File: config.mk
export PLATFORM = sky130hd
export DESIGN_NAME = fifo_bh_rr_wr_arbiter
export DESIGN_NICKNAME = d
export VERILOG_FILES = /design/src/rtl/fifo_bh_rr_wr_arbiter.sv
export SDC_FILE = /design/constraint.sdc
export NUM_CORES = 1
export LEC_CHECK = 0
export CAP_MARGIN = 5
export CORE_AREA = 2 2 104 106
export CTS_BUF_LIST = sky130_fd_sc_hd__clkbuf_4
export DETAILED_ROUTE_END_ITERATION = 8
export DIE_AREA = 0 0 106 108
export PLACE_DENSITY = 0.67
export SLEW_MARGIN = 5
export SYNTH_ARGS = -nofsm -noshare
export SYNTH_HDL_FRONTEND = slang
export SYNTH_SLANG_ARGS = --single-unit
File: constraint.sdc
create_clock -name clk -period 2.35 [get_ports clk]
set_input_delay 0.235 -clock clk [delete_from_list [all_inputs] [get_ports clk]]
set_output_delay 0.235 -clock clk [all_outputs]
set_load 0.03 [all_outputs]
File: src/rtl/fifo_bh_rr_wr_arbiter.sv
// ---------------------------------------------------------------------------
// fifo_bh_rr_wr_arbiter
//
// Burst-holding round-robin write arbiter in front of a FIFO, plus a thin
// valid/ready adapter on the FIFO read side.
//
// Write side: while IDLE the arbiter picks the next requester after the
// previous burst owner (round robin), spends one bubble cycle arbitrating,
// then holds the grant in BURST until the owner's last beat is accepted.
// Beats are forwarded combinationally to the FIFO and are throttled by the
// FIFO almost-full flag.
//
// Ports
//   clk                 clock, all state on rising edge
//   reset_n             asynchronous active-low reset
//   req_valid_i         per-requester beat valid
//   req_last_i          per-requester last beat of burst (qualified by valid)
//   req_data_i          requester k data at [k*DATA_WIDTH +: DATA_WIDTH]
//   req_ready_o         per-requester beat accept
//   grant_o             one-hot burst owner, all-zero when idle
//   fifo_wren_o         FIFO write enable
//   fifo_wdata_o        FIFO write data (owner's data slice)
//   fifo_almost_full_i  FIFO almost-full flag, blocks writes
//   fifo_empty_i        FIFO empty flag
//   fifo_rdata_i        FIFO head data
//   fifo_rden_o         FIFO pop
//   out_valid_o         downstream valid
//   out_ready_i         downstream ready
//   out_data_o          downstream data
//   beat_cnt_o          beats written to the FIFO since reset (wraps)
// ---------------------------------------------------------------------------
module fifo_bh_rr_wr_arbiter #(
    parameter int NUM_REQ     = 4,
    parameter int NUM_REQ_LG2 = 2,
    parameter int DATA_WIDTH  = 32
) (
    input  logic                            clk,
    input  logic                            reset_n,
    input  logic [NUM_REQ-1:0]              req_valid_i,
    input  logic [NUM_REQ-1:0]              req_last_i,
    input  logic [NUM_REQ*DATA_WIDTH-1:0]   req_data_i,
    output logic [NUM_REQ-1:0]              req_ready_o,
    output logic [NUM_REQ-1:0]              grant_o,
    output logic                            fifo_wren_o,
    output logic [DATA_WIDTH-1:0]           fifo_wdata_o,
    input  logic                            fifo_almost_full_i,
    input  logic                            fifo_empty_i,
    input  logic [DATA_WIDTH-1:0]           fifo_rdata_i,
    output logic                            fifo_rden_o,
    output logic                            out_valid_o,
    input  logic                            out_ready_i,
    output logic [DATA_WIDTH-1:0]           out_data_o,
    output logic [15:0]                     beat_cnt_o
);

    typedef enum logic {
        IDLE  = 1'b0,
        BURST = 1'b1
    } state_t;

    state_t                 state_q, state_d;
    logic [NUM_REQ_LG2-1:0] owner_q, owner_d;
    logic [NUM_REQ_LG2-1:0] last_q, last_d;
    logic [15:0]            beat_cnt_q;

    logic [NUM_REQ_LG2-1:0] pick;
    logic [NUM_REQ_LG2-1:0] scan_idx;
    logic                   pick_found;

    logic                   owner_valid;
    logic                   owner_last;
    logic [DATA_WIDTH-1:0]  owner_data;

    // -----------------------------------------------------------------------
    // Round-robin pick: scan last_q+1 .. last_q+NUM_REQ. NUM_REQ is a power
    // of two, so truncating the sum to NUM_REQ_LG2 bits gives the modulo.
    // -----------------------------------------------------------------------
    always_comb begin
        pick       = '0;
        pick_found = 1'b0;
        scan_idx   = '0;
        for (int unsigned i = 1; i <= NUM_REQ; i++) begin
            scan_idx = last_q + NUM_REQ_LG2'(i);
            if (!pick_found && req_valid_i[scan_idx]) begin
                pick       = scan_idx;
                pick_found = 1'b1;
            end
        end
    end

    // -----------------------------------------------------------------------
    // Owner's request lane.
    // -----------------------------------------------------------------------
    assign owner_valid = req_valid_i[owner_q];
    assign owner_last  = req_last_i[owner_q];

    always_comb begin
        owner_data = '0;
        for (int unsigned k = 0; k < NUM_REQ; k++) begin
            if (owner_q == NUM_REQ_LG2'(k)) begin
                owner_data = req_data_i[k*DATA_WIDTH +: DATA_WIDTH];
            end
        end
    end

    // -----------------------------------------------------------------------
    // FSM next-state and write-side outputs.
    // -----------------------------------------------------------------------
    always_comb begin
        state_d     = state_q;
        owner_d     = owner_q;
        last_d      = last_q;
        grant_o     = '0;
        req_ready_o = '0;
        fifo_wren_o = 1'b0;

        unique case (state_q)
            IDLE: begin
                // Arbitration bubble: nothing is accepted in this cycle.
                if (pick_found) begin
                    owner_d = pick;
                    state_d = BURST;
                end
            end
            BURST: begin
                grant_o[owner_q]     = 1'b1;
                req_ready_o[owner_q] = !fifo_almost_full_i;
                fifo_wren_o          = owner_valid && !fifo_almost_full_i;
                // Only an accepted last beat ends the burst; valid gaps from
                // the owner simply hold the grant.
                if (fifo_wren_o && owner_last) begin
                    last_d  = owner_q;
                    state_d = IDLE;
                end
            end
            default: begin
                state_d = IDLE;
            end
        endcase
    end

    assign fifo_wdata_o = owner_data;

    // -----------------------------------------------------------------------
    // State registers.
    // -----------------------------------------------------------------------
    always_ff @(posedge clk or negedge reset_n) begin
        if (!reset_n) begin
            state_q <= IDLE;
            owner_q <= '0;
            // Point at the top requester so requester 0 is scanned first.
            last_q  <= NUM_REQ_LG2'(NUM_REQ - 1);
        end else begin
            state_q <= state_d;
            owner_q <= owner_d;
            last_q  <= last_d;
        end
    end

    always_ff @(posedge clk or negedge reset_n) begin
        if (!reset_n) begin
            beat_cnt_q <= '0;
        end else if (fifo_wren_o) begin
            beat_cnt_q <= beat_cnt_q + 16'd1;
        end
    end

    assign beat_cnt_o = beat_cnt_q;

    // -----------------------------------------------------------------------
    // Read side: independent, purely combinational valid/ready adapter.
    // -----------------------------------------------------------------------
    assign out_valid_o = !fifo_empty_i;
    assign out_data_o  = fifo_rdata_i;
    assign fifo_rden_o = out_valid_o && out_ready_i;

endmodule

Word level (Yosys, flattened, before mapping)
Index checks and enable logic that the tools add are counted.
- bits in registers: 21
- bits of input ports: 173
- output and inout bits: 91
- logic and storage cells: 66
- add/sub/neg operators: 4
- $lt $le $gt $ge: 6
- equality and inequality tests: 3
- mux-type cells: 32
- bitwise operators: 2
- reduce and logical (&&, ||, !) cells: 15
- operator list (kind ; number):
    $mux W32 ; 4
    $add A16 B1 Y16 const B ; 1
    $lt A2 B3 Y1 const B ; 5
    $mux W1 ; 14
    $bmux W1 S2 ; 6
    $mux W2 ; 4
    $mux W4 ; 2
    $logic_and A1 B1 Y1 ; 7
    $logic_not A1 Y1 ; 5
    $add A2 B2 Y2 const B ; 2
    $and A4 B4 Y4 ; 1
    $eq A2 B2 Y1 const B ; 2
    $reduce_and A2 Y1 ; 2
    $add A2 B1 Y2 const B ; 1
    $demux W1 S2 ; 1
    $eq A2 B1 Y1 const B ; 1
    $ge A2 B1 Y1 const B ; 1
    $logic_not A2 Y1 ; 1
    $pmux W1 S2 ; 1
    $not A1 Y1 ; 1

Longest topological paths before layout
- depth after elaboration: 15
- gate-level depth with buffers: 6
- gate-level depth less buffers: 4

Worst setup path after synthesis
Ideal clock, no wire load.
- path type: reg2out
- start point: register owner_q[0]
- end point: output fifo_wdata_o[10]
- arrival: 1.609 ns
- data required time: 2.115 ns
- setup slack: 0.506 ns
- stages on the path, launching flop included: 4
- buffers on the path: 2
- cell sequence: dfrtp_1 > buf_2 > buf_2 > mux4_2
- word-level cells in the longest chain between the ends: 5
- elaborated cells on any way between the ends: 8
- those cells by class: 3 x eq/ne; 4 x mux; 1 x reduce/logical
- RTL lines (element ; RTL line ; source):
    start: declaration ; 62 ; logic [NUM_REQ_LG2-1:0] owner_q, owner_d;
    start signal: assignment ; 155 ; owner_q <= owner_d;
    $logic_not A2 Y1 ; 100 ; if (owner_q == NUM_REQ_LG2'(k)) begin
    $mux W32 (3 in a row) ; 100 ;
    $mux W32 * ; 100 ;
    end: declaration ; 45 ; output logic [DATA_WIDTH-1:0] fifo_wdata_o,
Mark *: on every way between the ends. The rest lies on a longest branch, timed or not.

Final worst setup path
- start point: register owner_q[0]
- end point: output req_ready_o[2]
- word-level cells in the longest chain between the ends: 6
- elaborated cells on any way between the ends: 7
- those cells by class: 2 x order compare; 3 x mux; 1 x bitwise; 1 x reduce/logical
- RTL lines (element ; RTL line ; source):
    $lt A2 B3 Y1 (not written as such) / $ge A2 B1 Y1 (equally long branches) ; 127 ; req_ready_o[owner_q] = !fifo_almost_full_i;
    $logic_and A1 B1 Y1 (not written as such) ; 127 ;
    $mux W1 (not written as such) ; 127 ;
    $demux W1 S2 * ; 127 ;
    $and A4 B4 Y4 (no source line) * ; - ;
    $mux W4 * ; 117 ; unique case (state_q)
    end: declaration ; 42 ; output logic [NUM_REQ-1:0] req_ready_o,
Marked as above.

==> results.txt <==
The flow ran to the end, and the final reports show no timing, DRC or antenna violations. The first detailed-routing pass took 4 iterations. The share of synthesized area in the top cell type comes to 34.78%.

Sequential cells were found to cover 24.71% of the synthesized design area. Summing every instance area after synthesis gives 0.002137 mm2. The number of antenna violations at the first check in global routing is 0, and the final global-route overflow total is 0. The peak per-stage delay on the critical path is 0.67 ns. For the number of filler cells placed in the layout, the log shows 1,025. On the final layout, the worst clock skew is 0.01493 ns. The type of the worst setup path was reg2out. Setup repair after global routing left no endpoint under its margin. The total negative slack for setup checks was 0 ns.

The core region is 0.01023 mm2. The critical path crosses 4 cells after its start point. After detailed routing, the number of vias per cell comes to 4.495. The number of different library cells used by synthesis comes to 39. The tools report the total number of vias as 2,171. Data on the critical path arrives at its endpoint at 2.03 ns. IR analysis of the VDD net gives a maximum drop of 0.0006363 V. The initial core utilization was 20.89%; the post-layout minimum cycle time was 2.269 ns. Counting along the longest clock path gives a buffer depth of 2. From synthesis to final layout, the design area changed by 90.87%. Maximum fanout count along the critical path: 3. Power spread over the standard cell area amounts to 918.4 mW/mm2.

The number of hold violations in the final report is 0, and the number of antenna diodes is 0. The normalized max-slew margin is 72.14%. Row generation in the floorplan step produced 37 rows. Final hold analysis gives a worst-case slack of 0.2422 ns.

The number of clock sinks came out at 21. For this run, asynchronously set or reset flops after synthesis account for 100.0%. For the count of H-tree levels built during CTS, the log shows 1. Setup violations remaining at the end of the flow were counted as 0.

The via count of the first global-routing pass is 2,386. For this design the static power due to leakage is 1.665 nW. Among all stages on the critical path, the largest delay is contributed by clkdlybuf4s50_1.

The placed wire-length estimate is 8702 um, and the clock-pin transition on the worst setup and hold timing paths is 0.13 ns. The min-delay analysis places its worst path in the category in2async. The most common flop cell mapped by yosys was dfrtp_1. The data required time of the critical path is 2.12 ns, and the overall die height is 108 um.

During synthesis, Yosys emitted a total of 0 warnings. Sorting the synthesized cells by area gives the leading types as mux4_2 35%, dfrtp_1 22%, buf_4 11%. Sorting the synthesized cells by how often they occur yields 33 x mux4_2, 32 x buf_4, 19 x dfrtp_1.

The post-route DRC violation count came out at 0. The sum of buffers and inverters on the critical path is 2, and the die area is 0.01145 mm2. For the pin with the worst max-slew slack, the measured transition is 0.4140 ns. The max-slew violation count is 0, and the mean instance size in the synthesized netlist is 12.07 um2. The final critical path takes up 96.54% of the cycle. The logs give 16.51% for the global router's overall resource usage and 0 for the number of post-CTS setup repair buffers. mux4_2 is the most common cell in the netlist.

The mean routed wirelength per cell was 20.59 um. The die is 106 um wide. The congestion estimate from routability-driven global placement came to 0.8059. The pin count of the biggest net entering global routing was 32; the count of nets left with antenna violations after detail routing was 0.

At the later pin of the worst-skew pair, clock insertion delay measures 0.32 ns. Counting cells, the worst reg-to-reg path comes to 6. STA classifies the critical path endpoint as an output pin. The proportion of layout cells with a drive suffix above 1 was 19.88%; the number of synthesized register bits was 21. Upper clock frequency limit: 440.8 MHz. Synthesis produced a netlist with a net count of 351. The first global-routing pass estimated 14,160 um of wire.

The cell count after synthesis was 177; the number of max-cap violations was 0. The count of buffers added on input and output ports is 199. TritonCTS built the clock tree.

In this run, the number of DRC markers left after iteration 0 of detailed routing was 35. The tools report the clock tree root driver cell as clkbuf_4. 264 I/O pins were placed. Grouping stages by cell kind, the critical path spends the most delay in buffers and inverters. TritonCTS buffer count: 3. In the final design database the tool counted 522 nets.

The total wire length after detailed routing is 9944 um. Element type at the critical path start: a register. The signal on the critical path passes through or3b_1 -> buf_4 -> nor2_1 -> clkdlybuf4s50_1.

Of all cell types, the one taking the most synthesized area is mux4_2. The synthesized design contains 0 enable-type register cells.
[path summary, 6_finish.rpt]
kind,from,endpoint,slack [ns]
setup / recovery,owner_q[0]$_DFFE_PN0P_,req_ready_o[2],0.08
hold / removal,reset_n,beat_cnt_o[6]$_DFFE_PN0P_,0.24
setup reg to reg,owner_q[0]$_DFFE_PN0P_,beat_cnt_o[10]$_DFFE_PN0P_,0.40
hold reg to reg,beat_cnt_o[11]$_DFFE_PN0P_,beat_cnt_o[11]$_DFFE_PN0P_,0.49
max in group asynchronous,reset_n,last_q[1]$_DFFE_PN1P_,1.81
min in group clk,fifo_rdata_i[14],out_data_o[14],0.47
[cell families (layout without fill, tap and decap cells)]
kind of cell / after synthesis / after routing / share of synthesized area, %
compound gates: 8 / 8 / 2.517
xor+xnor: 15 / 15 / 6.148
fa+ha+maj: 1 / 1 / 0.5854
buf+inv: 48 / 218 / 14.99
flops: 21 / 21 / 24.71
mux: 40 / 40 / 38.23
simple gates: 44 / 44 / 12.82
[cell type report]
class                           instances  area, um2  area share, %
Clock inverter                          1      5.005         0.1227
Sequential cell                        21      530.5          13.01
Multi-Input combinational cell        108       1289          31.60
Inverter                                6      22.52         0.5521
Clock buffer                            3      22.52         0.5521
Tap cell                              136      170.2          4.172
Timing Repair Buffer                  208       2039          50.00
[per-stage QoR]
stage | total power, W | std cells | setup WS [ns] | util, % | instance area [um2]
2_1_floorplan | 0.002592 | 177 | 0.5058 | - | 2137
3_3_place_gp | 0.003728 | 479 | 0.1019 | 39.73 | 4065
3_5_place_dp | 0.003740 | 479 | 0.1113 | 39.73 | 4065
4_1_cts | 0.003809 | 483 | 0.006491 | 39.78 | 4070
5_1_grt | 0.003956 | 483 | 0.003326 | 39.87 | 4079
6_report | 0.003746 | 483 | 0.08124 | 39.87 | 4079
[power breakdown]
part           total (W)  leakage (nW)  internal [W]  switching [W]
logic            0.00299          1.39       0.00139        0.00160
registers       0.000572         0.261      0.000461       0.000112
clock network   0.000184        0.0177     0.0000637       0.000120
[sequential cells by signal, indices dropped and copies added, names as in the netlist]
name	cells
beat_cnt_o	16
last_q	2
owner_q	2
state_q	1
[per-layer routing]
layer | vias up | part of all wire [%] | track usage (%)
met2 | 101 | 51 | 28.57
met4 | 0 | 1.2 | 2.538
met5 | - | 0 | 0
met3 | 18 | 9.8 | 7.113
li1 | 980 | - | -
met1 | 1072 | 38 | 19.51
[cells in the final DEF, fill, tap and decap left out, types with 2 or more instances in the layout]
master	Yosys	routed
nand2_1	6	6
a21oi_1	3	3
dlymetal6s2s_1	0	3
nor4_1	2	2
xnor2_1	3	3
nor3_1	5	5
xor2_1	12	12
nand2b_1	2	2
clkdlybuf4s50_1	0	163
nor2b_1	3	3
inv_1	6	6
nor2_1	9	9
dlygate4sd2_1	0	21
clkbuf_4	0	3
mux4_2	33	33
nand3_1	3	3
buf_4	32	18
nor4b_1	3	3
dfrtp_2	0	2
mux2i_1	4	4
mux2_2	3	3
dfstp_2	2	2
dfrtp_1	19	17
buf_12	0	2
[worst reg2reg max path, delay by kind of cell, from the launching register on]
family	cells	cell delay [ns]
buf+inv	2	0.48
xor+xnor	1	0.18
flops	1	0.41
compound gates	1	0.29
simple gates	2	0.54
[repair_timing]
| action | CTS | global route |
|---|---|---|
| endpoints found under the hold margin | 0 | 0 |
| endpoints found under the setup margin | 22 | 4 |
| resized for setup | 22 | 4 |
| hold buffers | 0 | 0 |
Power figures use the tool's default switching activity.
==> patch: new RTL, same settings <==
Set the parameter `NUM_REQ_LG2` to 1 (it was 2).
--- a/src/rtl/fifo_bh_rr_wr_arbiter.sv
+++ b/src/rtl/fifo_bh_rr_wr_arbiter.sv
@@ -31,7 +31,7 @@
 // ---------------------------------------------------------------------------
 module fifo_bh_rr_wr_arbiter #(
     parameter int NUM_REQ     = 4,
-    parameter int NUM_REQ_LG2 = 2,
+    parameter int NUM_REQ_LG2 = 1,
     parameter int DATA_WIDTH  = 32
 ) (
     input  logic                            clk,
Function: changed (Yosys sat finds a counterexample within 4 cycles, from zero or initial values and one cycle with reset_n low).
==> patch against the original RTL <==
  * Power is 36% lower
  * Sequential cell count shrank 2
  * Global-route usage fell by 8.1 points
  * Critical endpoint is now fifo_wren_o
  * Largest cell class unchanged
  * Combinational power down 42%
  * Area after synthesis down 26%
  * Design area fell by 32%
  * Critical path type unchanged
  * Count of clock-buffer cells in the layout is 1 higher
  * Routed wire length down 49%
  * Worst setup slack gained 61 ps
  * Final cell count is 20% lower
  * Register-to-register slack gained 250 ps
==> patch: results (changes against the original RTL) <==
Synth area leaders -> dfrtp_1 (29%), mux2_2 (23%), buf_4 (17%)
Xor/xnor cell area share of the yosys netlist -> 0.08333 (+0.02186)
Final GP Congestion -> 0.6951 (-14%)
Status -> finished clean
Synth cell types -> 31 (-21%)
Antenna violations before repair -> 1 (+1)
Vias in the first global route -> 1,545 (-35%)
Crit path max fanout -> 37 (+34)
Routed WL -> 5.080 mm (-49%)
Most instantiated cells after synthesis -> buf_4 (36), mux2_2 (32), dfrtp_1 (18)
Post-synthesis sequential area ratio -> 0.3024 (+0.05531)
Worst reg2reg startpoint -> owner_q
Reg2reg end -> beat_cnt_o[3]
Ratio of cells with drive above 1 in the final layout -> 0.2120 (+0.01315)
Worst path max stage delay -> 590 ps (-80 ps)
Wire length of the first global-routing pass -> 7.700 mm (-46%)
Worst Path Arrival -> 1970 ps (-60 ps)
Post-synthesis compound-gate area fraction -> 0.01111 (-0.01406)
Vias/cell -> 3.704 (-18%)
Sw frac -> 0.4591 (-0.02908)
CTS clock-pin slew for the worst setup and hold paths -> 110 ps (-20 ps)
Pin count of the biggest net entering global routing -> 38 (+19%)
Post_cts resized -> 0 (-100%)
Flop2flop setup slack -> 650 ps (+250 ps)
VDD IR-drop max -> 627.9 uV (-1.3%)
Buffers on Ports -> 127 (-36%)
Clk_lat worst skew -> 300 ps (-20 ps)
DR pass1 iterations -> 3 (-1)
patch: power by group through the flow:
stage               logic [mW]  registers [mW]  clock network, mW
floorplan                 1.07           0.560                  0
global placement          1.75           0.480                  0
detailed placement        1.76           0.486                  0
CTS                       1.77           0.480              0.191
global route              1.84           0.493              0.207
finish                    1.74           0.480              0.182
patch: area by class of cell:
cell class	instances	share of cell area
antenna	2	0.001800
clock buffer	4	0.01080
inverter	4	0.005401
multi-input combinational	93	0.2876
sequential	19	0.1715
tap	136	0.06121
timing repair buffer	130	0.4617
patch: critical path, delay by kind of cell, from the launching register on:
kind	cells	cell delay, ps
buffers and inverters	2	810
muxes	1	390
DFF	1	390
and+or+nand+nor	1	70
patch: worst max path at each step:
stage,startpoint,end,slack [ps],cells after the start
after global routing,owner_q,fifo_wren_o,30,4
after global placement,fifo_almost_full_i,fifo_wren_o,290,4
after floorplan,owner_q,state_q,620,5
after detailed placement,req_valid_i[0],fifo_wren_o,290,4
after CTS,owner_q,fifo_wren_o,100,4
final,owner_q,fifo_wren_o,140,4
patch: per-stage QoR:
stage / instance area [um2] / utilization
after floorplan: 1588 / -
after global placement: 2745 / 0.2683
after detailed placement: 2745 / 0.2683
after CTS: 2775 / 0.2712
after global routing: 2780 / 0.2717
final: 2780 / 0.2717
patch: cell families after synthesis:
logic type               Yosys count
AO/OA/AOI/OAI                      2
XOR/XNOR                          15
adder cells (fa/ha/maj)            1
buffers and inverters             45
flip-flops                        19
multiplexers                      34
other                              1
AND/OR/NAND/NOR                   37
patch: layer usage:
metal / vias to the layer above / global-route usage / part of all wire
met1: 663 / 0.1151 / 0.45
met3: 6 / 0.03315 / 0.082
met5: - / 0 / 0
li1: 686 / - / -
met4: 0 / 0.008459 / 0.0061
met2: 82 / 0.1309 / 0.46
